$ cat config.mk
export PLATFORM = sky130hd
export DESIGN_NAME = digit_feedback_display
export DESIGN_NICKNAME = d
export VERILOG_FILES = /design/src/rtl/digit_feedback_display.sv
export SDC_FILE = /design/constraint.sdc
export NUM_CORES = 1
export LEC_CHECK = 0
export BUFFER_PORTS_ARGS = -buffer_cell sky130_fd_sc_hd__buf_2
export CAP_MARGIN = 40
export CORE_ASPECT_RATIO = 1.4
export CORE_MARGIN = 2
export CORE_UTILIZATION = 41
export DETAILED_ROUTE_END_ITERATION = 10
export SLEW_MARGIN = 10
export SYNTH_ARGS = -nofsm -noshare
export SYNTH_HDL_FRONTEND = slang
export SYNTH_SLANG_ARGS = --single-unit
$ cat constraint.sdc
create_clock -name clk -period 4.3 [get_ports clk]
set_input_delay 0.645 -clock clk [delete_from_list [all_inputs] [get_ports clk]]
set_output_delay 0.645 -clock clk [all_outputs]
set_load 0.03 [all_outputs]
$ cat src/rtl/digit_feedback_display.sv
// Seven-segment character and LED driver for the digit-guessing game: per-state
// display composition, a blink generator and a paced bulls/cows reveal sequencer.
package game_types;
    typedef enum logic [3:0] {
        S_IDLE,
        S_SET_ENTER,
        S_SET_CHECK,
        S_GUESS_ENTER,
        S_GUESS_CHECK,
        S_SCORE,
        S_SHOW_RESULT,
        S_WIN,
        S_LOSE
    } state_t;
endpackage

module digit_feedback_display
    import game_types::*;
#(
    parameter int N_DIG     = 4,
    parameter int MAX_CH    = 5,
    parameter int BLINK_CYC = 25_000_000,
    parameter int STEP_CYC  = 12_500_000
) (
    input  logic                       clk,
    input  logic                       rst,
    input  state_t                     state,
    input  logic [$clog2(N_DIG)-1:0]   cursor,
    input  logic [4*N_DIG-1:0]         target,
    input  logic [4*N_DIG-1:0]         guess,
    input  logic [N_DIG-1:0]           is_random,
    input  logic [3:0]                 candidate,
    input  logic                       sw_valid,
    input  logic [2:0]                 chances,
    input  logic                       reveal_start,
    output logic                       reveal_done,
    output logic [2:0]                 bulls,
    output logic [2:0]                 cows,
    output logic [4*N_DIG-1:0]         char_out,
    output logic [N_DIG+MAX_CH-1:0]    led
);

    localparam int CW = $clog2(N_DIG);
    localparam int DW = 4 * N_DIG;
    localparam int LW = N_DIG + MAX_CH;
    localparam int BW = (BLINK_CYC > 1) ? $clog2(BLINK_CYC) : 1;
    localparam int SW = (STEP_CYC > 1) ? $clog2(STEP_CYC) : 1;

    localparam logic [1:0] R_IDLE = 2'd0;
    localparam logic [1:0] R_STEP = 2'd1;
    localparam logic [1:0] R_DONE = 2'd2;

    localparam logic [3:0] CH_L     = 4'hD;
    localparam logic [3:0] CH_O     = 4'h0;
    localparam logic [3:0] CH_S     = 4'h5;
    localparam logic [3:0] CH_E     = 4'hE;
    localparam logic [3:0] CH_A     = 4'hA;
    localparam logic [3:0] CH_B     = 4'hB;
    localparam logic [3:0] CH_U     = 4'hC;
    localparam logic [3:0] CH_BLANK = 4'hF;

    logic            blink_q, blink_d;
    logic [BW-1:0]   bcnt_q, bcnt_d;
    state_t          prev_q;
    logic [1:0]      rev_q, rev_d;
    logic [SW-1:0]   step_q, step_d;
    logic [CW-1:0]   idx_q, idx_d;
    logic [DW-1:0]   snap_g_q, snap_g_d, snap_t_q, snap_t_d;
    logic [N_DIG-1:0] fb_bull_q, fb_bull_d, fb_cow_q, fb_cow_d, rvl_q, rvl_d;
    logic [2:0]      bulls_q, bulls_d, cows_q, cows_d;
    logic [DW-1:0]   char_q, char_d;
    logic [LW-1:0]   led_q, led_d;

    logic [3:0]      g_dig;
    logic            cow_hit;
    int              cur, chc;
    logic [3:0]      dig;
    logic [15:0]     pat;
    logic [DW-1:0]   shown;

    // Blink generator and reveal sequencer next-state.
    always_comb begin
        // NOTE: every comb-assigned signal gets a default first so no path leaves it unassigned (no latch).
        blink_d   = blink_q;
        bcnt_d    = bcnt_q;
        rev_d     = rev_q;
        step_d    = step_q;
        idx_d     = idx_q;
        snap_g_d  = snap_g_q;
        snap_t_d  = snap_t_q;
        fb_bull_d = fb_bull_q;
        fb_cow_d  = fb_cow_q;
        rvl_d     = rvl_q;
        bulls_d   = bulls_q;
        cows_d    = cows_q;
        g_dig     = 4'h0;
        cow_hit   = 1'b0;

        if (state != prev_q) begin
            bcnt_d  = '0;
            blink_d = 1'b1;
        end else if (bcnt_q == BW'(BLINK_CYC - 1)) begin
            bcnt_d  = '0;
            blink_d = ~blink_q;
        end else begin
            bcnt_d = bcnt_q + BW'(1);
        end

        if (state != S_SHOW_RESULT) begin
            rev_d     = R_IDLE;
            fb_bull_d = '0;
            fb_cow_d  = '0;
            rvl_d     = '0;
        end else begin
            case (rev_q)
                R_IDLE: if (reveal_start) begin
                    rev_d     = R_STEP;
                    snap_g_d  = guess;
                    snap_t_d  = target;
                    idx_d     = CW'(N_DIG - 1);
                    bulls_d   = '0;
                    cows_d    = '0;
                    fb_bull_d = '0;
                    fb_cow_d  = '0;
                    rvl_d     = '0;
                    step_d    = '0;
                end
                R_STEP: if (step_q == SW'(STEP_CYC - 1)) begin
                    g_dig = snap_g_q[4*idx_q +: 4];
                    for (int j = 0; j < N_DIG; j++) begin
                        if (j != int'(idx_q) && snap_t_q[4*j +: 4] == g_dig) cow_hit = 1'b1;
                    end
                    if (g_dig == snap_t_q[4*idx_q +: 4]) begin
                        bulls_d          = bulls_q + 3'd1;
                        fb_bull_d[idx_q] = 1'b1;
                    end else if (cow_hit) begin
                        cows_d          = cows_q + 3'd1;
                        fb_cow_d[idx_q] = 1'b1;
                    end
                    rvl_d[idx_q] = 1'b1;
                    step_d       = '0;
                    if (idx_q == '0) rev_d = R_DONE;
                    else             idx_d = idx_q - CW'(1);
                end else begin
                    step_d = step_q + SW'(1);
                end
                R_DONE: ;
                default: rev_d = R_IDLE;
            endcase
        end
    end

    // Display composition; the result is registered below.
    always_comb begin
        char_d = {N_DIG{CH_BLANK}};
        led_d  = '0;
        cur    = int'(cursor);
        if (cur >= N_DIG) cur = N_DIG - 1;
        chc    = int'(chances);
        if (chc > MAX_CH) chc = MAX_CH;
        dig    = CH_BLANK;
        pat    = {4{CH_BLANK}};
        shown  = (rev_q == R_IDLE) ? guess : snap_g_q;

        case (state)
            S_IDLE, S_WIN, S_LOSE: begin
                if (state == S_IDLE)     pat = {4'h1, CH_A, 4'h2, CH_B};
                else if (state == S_WIN) pat = {4'(N_DIG), CH_A, CH_O, CH_B};
                else                     pat = {CH_L, CH_O, CH_S, CH_E};
                for (int k = 0; k < 4; k++) char_d[4*(N_DIG-1-k) +: 4] = pat[15-4*k -: 4];
                led_d = {LW{blink_q}};
            end
            S_SET_ENTER, S_SET_CHECK, S_GUESS_ENTER, S_GUESS_CHECK: begin
                for (int i = 0; i < N_DIG; i++) begin
                    if (i > cur)
                        dig = (state inside {S_GUESS_ENTER, S_GUESS_CHECK}) ? guess[4*i +: 4]
                            : (is_random[i] ? CH_U : target[4*i +: 4]);
                    else if (i == cur)
                        dig = blink_q ? (sw_valid ? candidate : CH_U) : CH_BLANK;
                    else
                        dig = CH_U;
                    char_d[4*i +: 4] = dig;
                end
                if (state inside {S_GUESS_ENTER, S_GUESS_CHECK}) begin
                    for (int i = 0; i < MAX_CH; i++) begin
                        if (i == chc - 1)    led_d[i] = blink_q;
                        else if (i < chc - 1) led_d[i] = 1'b1;
                    end
                end
            end
            S_SHOW_RESULT: begin
                char_d = shown;
                for (int i = 0; i < MAX_CH; i++) led_d[i] = (i < chc);
                for (int i = 0; i < N_DIG; i++)
                    led_d[MAX_CH+i] = rvl_q[i] & (fb_bull_q[i] | (fb_cow_q[i] & blink_q));
            end
            default: ;
        endcase
    end

    always_ff @(posedge clk or posedge rst) begin
        if (rst) begin
            blink_q   <= 1'b0;
            bcnt_q    <= '0;
            prev_q    <= S_IDLE;
            rev_q     <= R_IDLE;
            step_q    <= '0;
            idx_q     <= '0;
            snap_g_q  <= '0;
            snap_t_q  <= '0;
            fb_bull_q <= '0;
            fb_cow_q  <= '0;
            rvl_q     <= '0;
            bulls_q   <= '0;
            cows_q    <= '0;
            char_q    <= {N_DIG{CH_BLANK}};
            led_q     <= '0;
        end else begin
            // NOTE: non-blocking assignments so every register samples pre-edge values.
            blink_q   <= blink_d;
            bcnt_q    <= bcnt_d;
            prev_q    <= state;
            rev_q     <= rev_d;
            step_q    <= step_d;
            idx_q     <= idx_d;
            snap_g_q  <= snap_g_d;
            snap_t_q  <= snap_t_d;
            fb_bull_q <= fb_bull_d;
            fb_cow_q  <= fb_cow_d;
            rvl_q     <= rvl_d;
            bulls_q   <= bulls_d;
            cows_q    <= cows_d;
            char_q    <= char_d;
            led_q     <= led_d;
        end
    end

    assign reveal_done = (rev_q == R_DONE);
    assign bulls       = bulls_q;
    assign cows        = cows_q;
    assign char_out    = char_q;
    assign led         = led_q;

endmodule

==> out/metrics.yaml <==
outcome:
  status: "complete, no violations"
global_route:
  grt_max_degree: 60
  busiest_layer: "met2"
  grt_pass1_wl_mm: 28.3
  grt_pass1_vias: 5715
  grtUsageTotal: 0.201
  antenna_found_initial: 1
  gr-total-overflow: 0
  globalRouteMet1Util: 0.227
  grt_use_met3: 0.0483
  met2_usage: 0.357
sta:
  grt_setup_unrepaired: "false"
  max_slew.worst_pin.slew_ns: 0.855
  setup_viol: 0
  finalCritPeriodShare: 0.644
  report.final.hold_viol_count: 0
  clock_skew_ns: 0.00586
  max_slew_margin: 0.429
  fin_tns_setup_ns: 0
  fin_crit_ns: 2.77
  clock.fmax_mhz: 361
  report.final.slew_viol_count: 0
  fin_hold_ws_ns: 0.202
die:
  core_area_um2: 16700
  die_w_um: 114
  start_util: 0.418
  num_rows: 56
  io_pins: 85
  die_h_um: 159
  die_area_um2: 18100
power_and_ir_drop:
  power.leakage_nw: 3.72
  ir_worst_vdd_mv: 0.300
  powerDensity_nw_per_um2: 443
  total_power_mw: 3.66
layout:
  fin_util: 0.493
  final_cell_mix: "dfrtp_1 (117), nor2_1 (85), buf_2 (83), nand2_1 (67)"
  layout-drive-gt1-share: 0.236
  final_common_cell: "dfrtp_1"
  stdcell_area_um2: 8260
  syn2layout_area_growth_pct: 18.1
  nets: 848
  num_antenna_cells: 0
  nFillCells: 1549
detailed_routing:
  drt_pass1_iterations: 4
  wl_per_cell_um: 17.6
  first_iter_violations: 368
  vias: 5612
  drc: 0
  ant_nets: 0
  wirelength_mm: 17.6
  vias_per_cell: 5.62
setup_path:
  crit_type: "reg -> reg"
  crit_fanout: 11
  cp-end-kind: "flop"
  cp_data_required_time_ns: 4.60
  arrival_ns: 3.07
  worst_r2r_path_depth: 7
  rr_startpoint: "idx_q[0]"
  crit_path_start: "idx_q[0]"
  reg2reg_slack_ns: 1.53
  r2r_end: "cows[1]"
  start_kind: "flop"
  endpoint: "cows[1]"
placed_design:
  postPlaceCellArea_um2: 7620
  port_buffers: 83
  dp_hpwl_mm: 13.1
  place_congestion: 0.877
yosys:
  yosys_warnings: 0
  ys.flop_type: "dfrtp_1"
  synthDistinctLibCells: 60
  yosysTopAreaCellShare: 0.419
  ys_seq_area_frac: 0.479
  netlist_area_um2: 6990
  synthCells: 703
  postSynthNetCount: 768
  synth-seq-cells: 133
  synth_edf_count: 0
  syn_avg_cell_area_um2: 9.95
  synth_async_sr_flop_share: 1.00
  yosys-top-cells-area: "dfrtp_1 (42%), dfstp_2 (6.0%), mux2_2 (5.3%)"
  synth_largest_area_cell: "dfrtp_1"
clocking:
  tritoncts: "built"
  cts-htree-levels: 4
  clk_path_buf_depth: 2
  clk_pin_slew_ns: 0.06
  post_cts_buffers: 0
  postCtsResizedCells: 0
  cts_made_buffers: 17
  clkLatencyLatePin_ns: 0.42
  cts_num_sinks: 133
  root_buffer: "clkbuf_16"
  cts_hold_buf: 0
job:
  maxCapViolations: 0
worst_hold_path:
  hp-class: "in -> async"
logic make-up after synthesis:
| logic type | count (synthesis) | synth area share |
|---|---|---|
| muxes | 54 | 0.0903 |
| and+or+nand+nor | 269 | 0.188 |
| xor gates and xnor gates | 62 | 0.0776 |
| AOI/OAI and AO/OA | 116 | 0.109 |
| buffers and inverters | 57 | 0.0349 |
| DFF | 133 | 0.479 |
| adders and majority gates | 12 | 0.0215 |
worst max-delay path, cell delays in order, from the launching register on:
cell	delay (ns)
dfrtp_1	0.64
mux4_2	0.67
xnor2_1	0.19
nand4_1	0.24
o22ai_1	0.28
o211ai_2	0.25
a21boi_1	0.27
o2bb2ai_1	0.10
layout make-up:
type / instances / area, µm² / share of cell area
clock buffers: 22 / 494 / 0.0598
inverters: 24 / 92.6 / 0.0112
repair buffers: 94 / 526 / 0.0636
clock inverters: 10 / 144 / 0.0174
flip-flops and latches: 133 / 3350 / 0.405
multi-input cells: 513 / 3400 / 0.412
well taps: 203 / 254 / 0.0307
stage by stage:
stage,setup WS [ns],std cells
6_report,1.53,999
5_1_grt,1.36,999
4_1_cts,1.53,999
3_5_place_dp,1.18,967
3_3_place_gp,1.22,965
2_1_floorplan,0.127,703
worst min path at each step:
| stage | cells past startpoint | end | start | slack (ns) |
|---|---|---|---|---|
| 3_5_place_dp | 2 | fb_bull_q[1] | fb_bull_q[1] | 0.48 |
| 4_1_cts | 2 | bcnt_q[1] | rst | 0.21 |
| 5_1_grt | 2 | bcnt_q[1] | rst | 0.21 |
| 2_1_floorplan | 2 | led[5] | rvl_q[0] | 0.45 |
| 6_report | 2 | bcnt_q[0] | rst | 0.20 |
| 3_3_place_gp | 2 | fb_bull_q[3] | fb_bull_q[3] | 0.47 |
routing by layer:
layer	share of wire	vias up
li1	-	2644
met1	0.40	2764
met2	0.52	162
met3	0.043	40
met4	0.036	2
met5	0.00074	-
registers in the layout (all words and copies together) (netlist names):
name       cells
bcnt_q        25
step_q        24
char_out      16
snap_g_q      16
snap_t_q      16
led            9
fb_bull_q      4
fb_cow_q       4
prev_q         4
rvl_q          4
bulls          3
cows           3
idx_q          2
rev_q          2
blink_q        1
power by group:
part | switching (mW) | total, mW | internal (mW) | leakage [nW]
Sequential | 0.0842 | 1.45 | 1.37 | 1.71
Combinational | 0.382 | 0.660 | 0.278 | 1.70
Clock | 0.554 | 1.55 | 0.991 | 0.305
Total | 1.02 | 3.66 | 2.64 | 3.72
synthesized netlist by cell type (all sizes together), types with 3 or more instances:
cell type	n
o22ai	7
nand4	15
o21ai	27
nor4b	5
nor3b	6
o31ai	4
mux2	33
nor4	3
inv	24
dfrtp	117
or3	3
clkbuf	18
o22a	4
xnor2	29
xor2	33
o221ai	14
nand2b	4
mux4	4
a21boi	4
nand3	25
a211oi	3
nand3b	4
nor2	86
o311ai	5
buf	15
mux2i	17
nand2	67
nor3	19
ha	12
and3	12
and2	5
o21a	5
and4	3
dfstp	16
nor2b	6
a21oi	30
(Power assumes the default switching activity.)
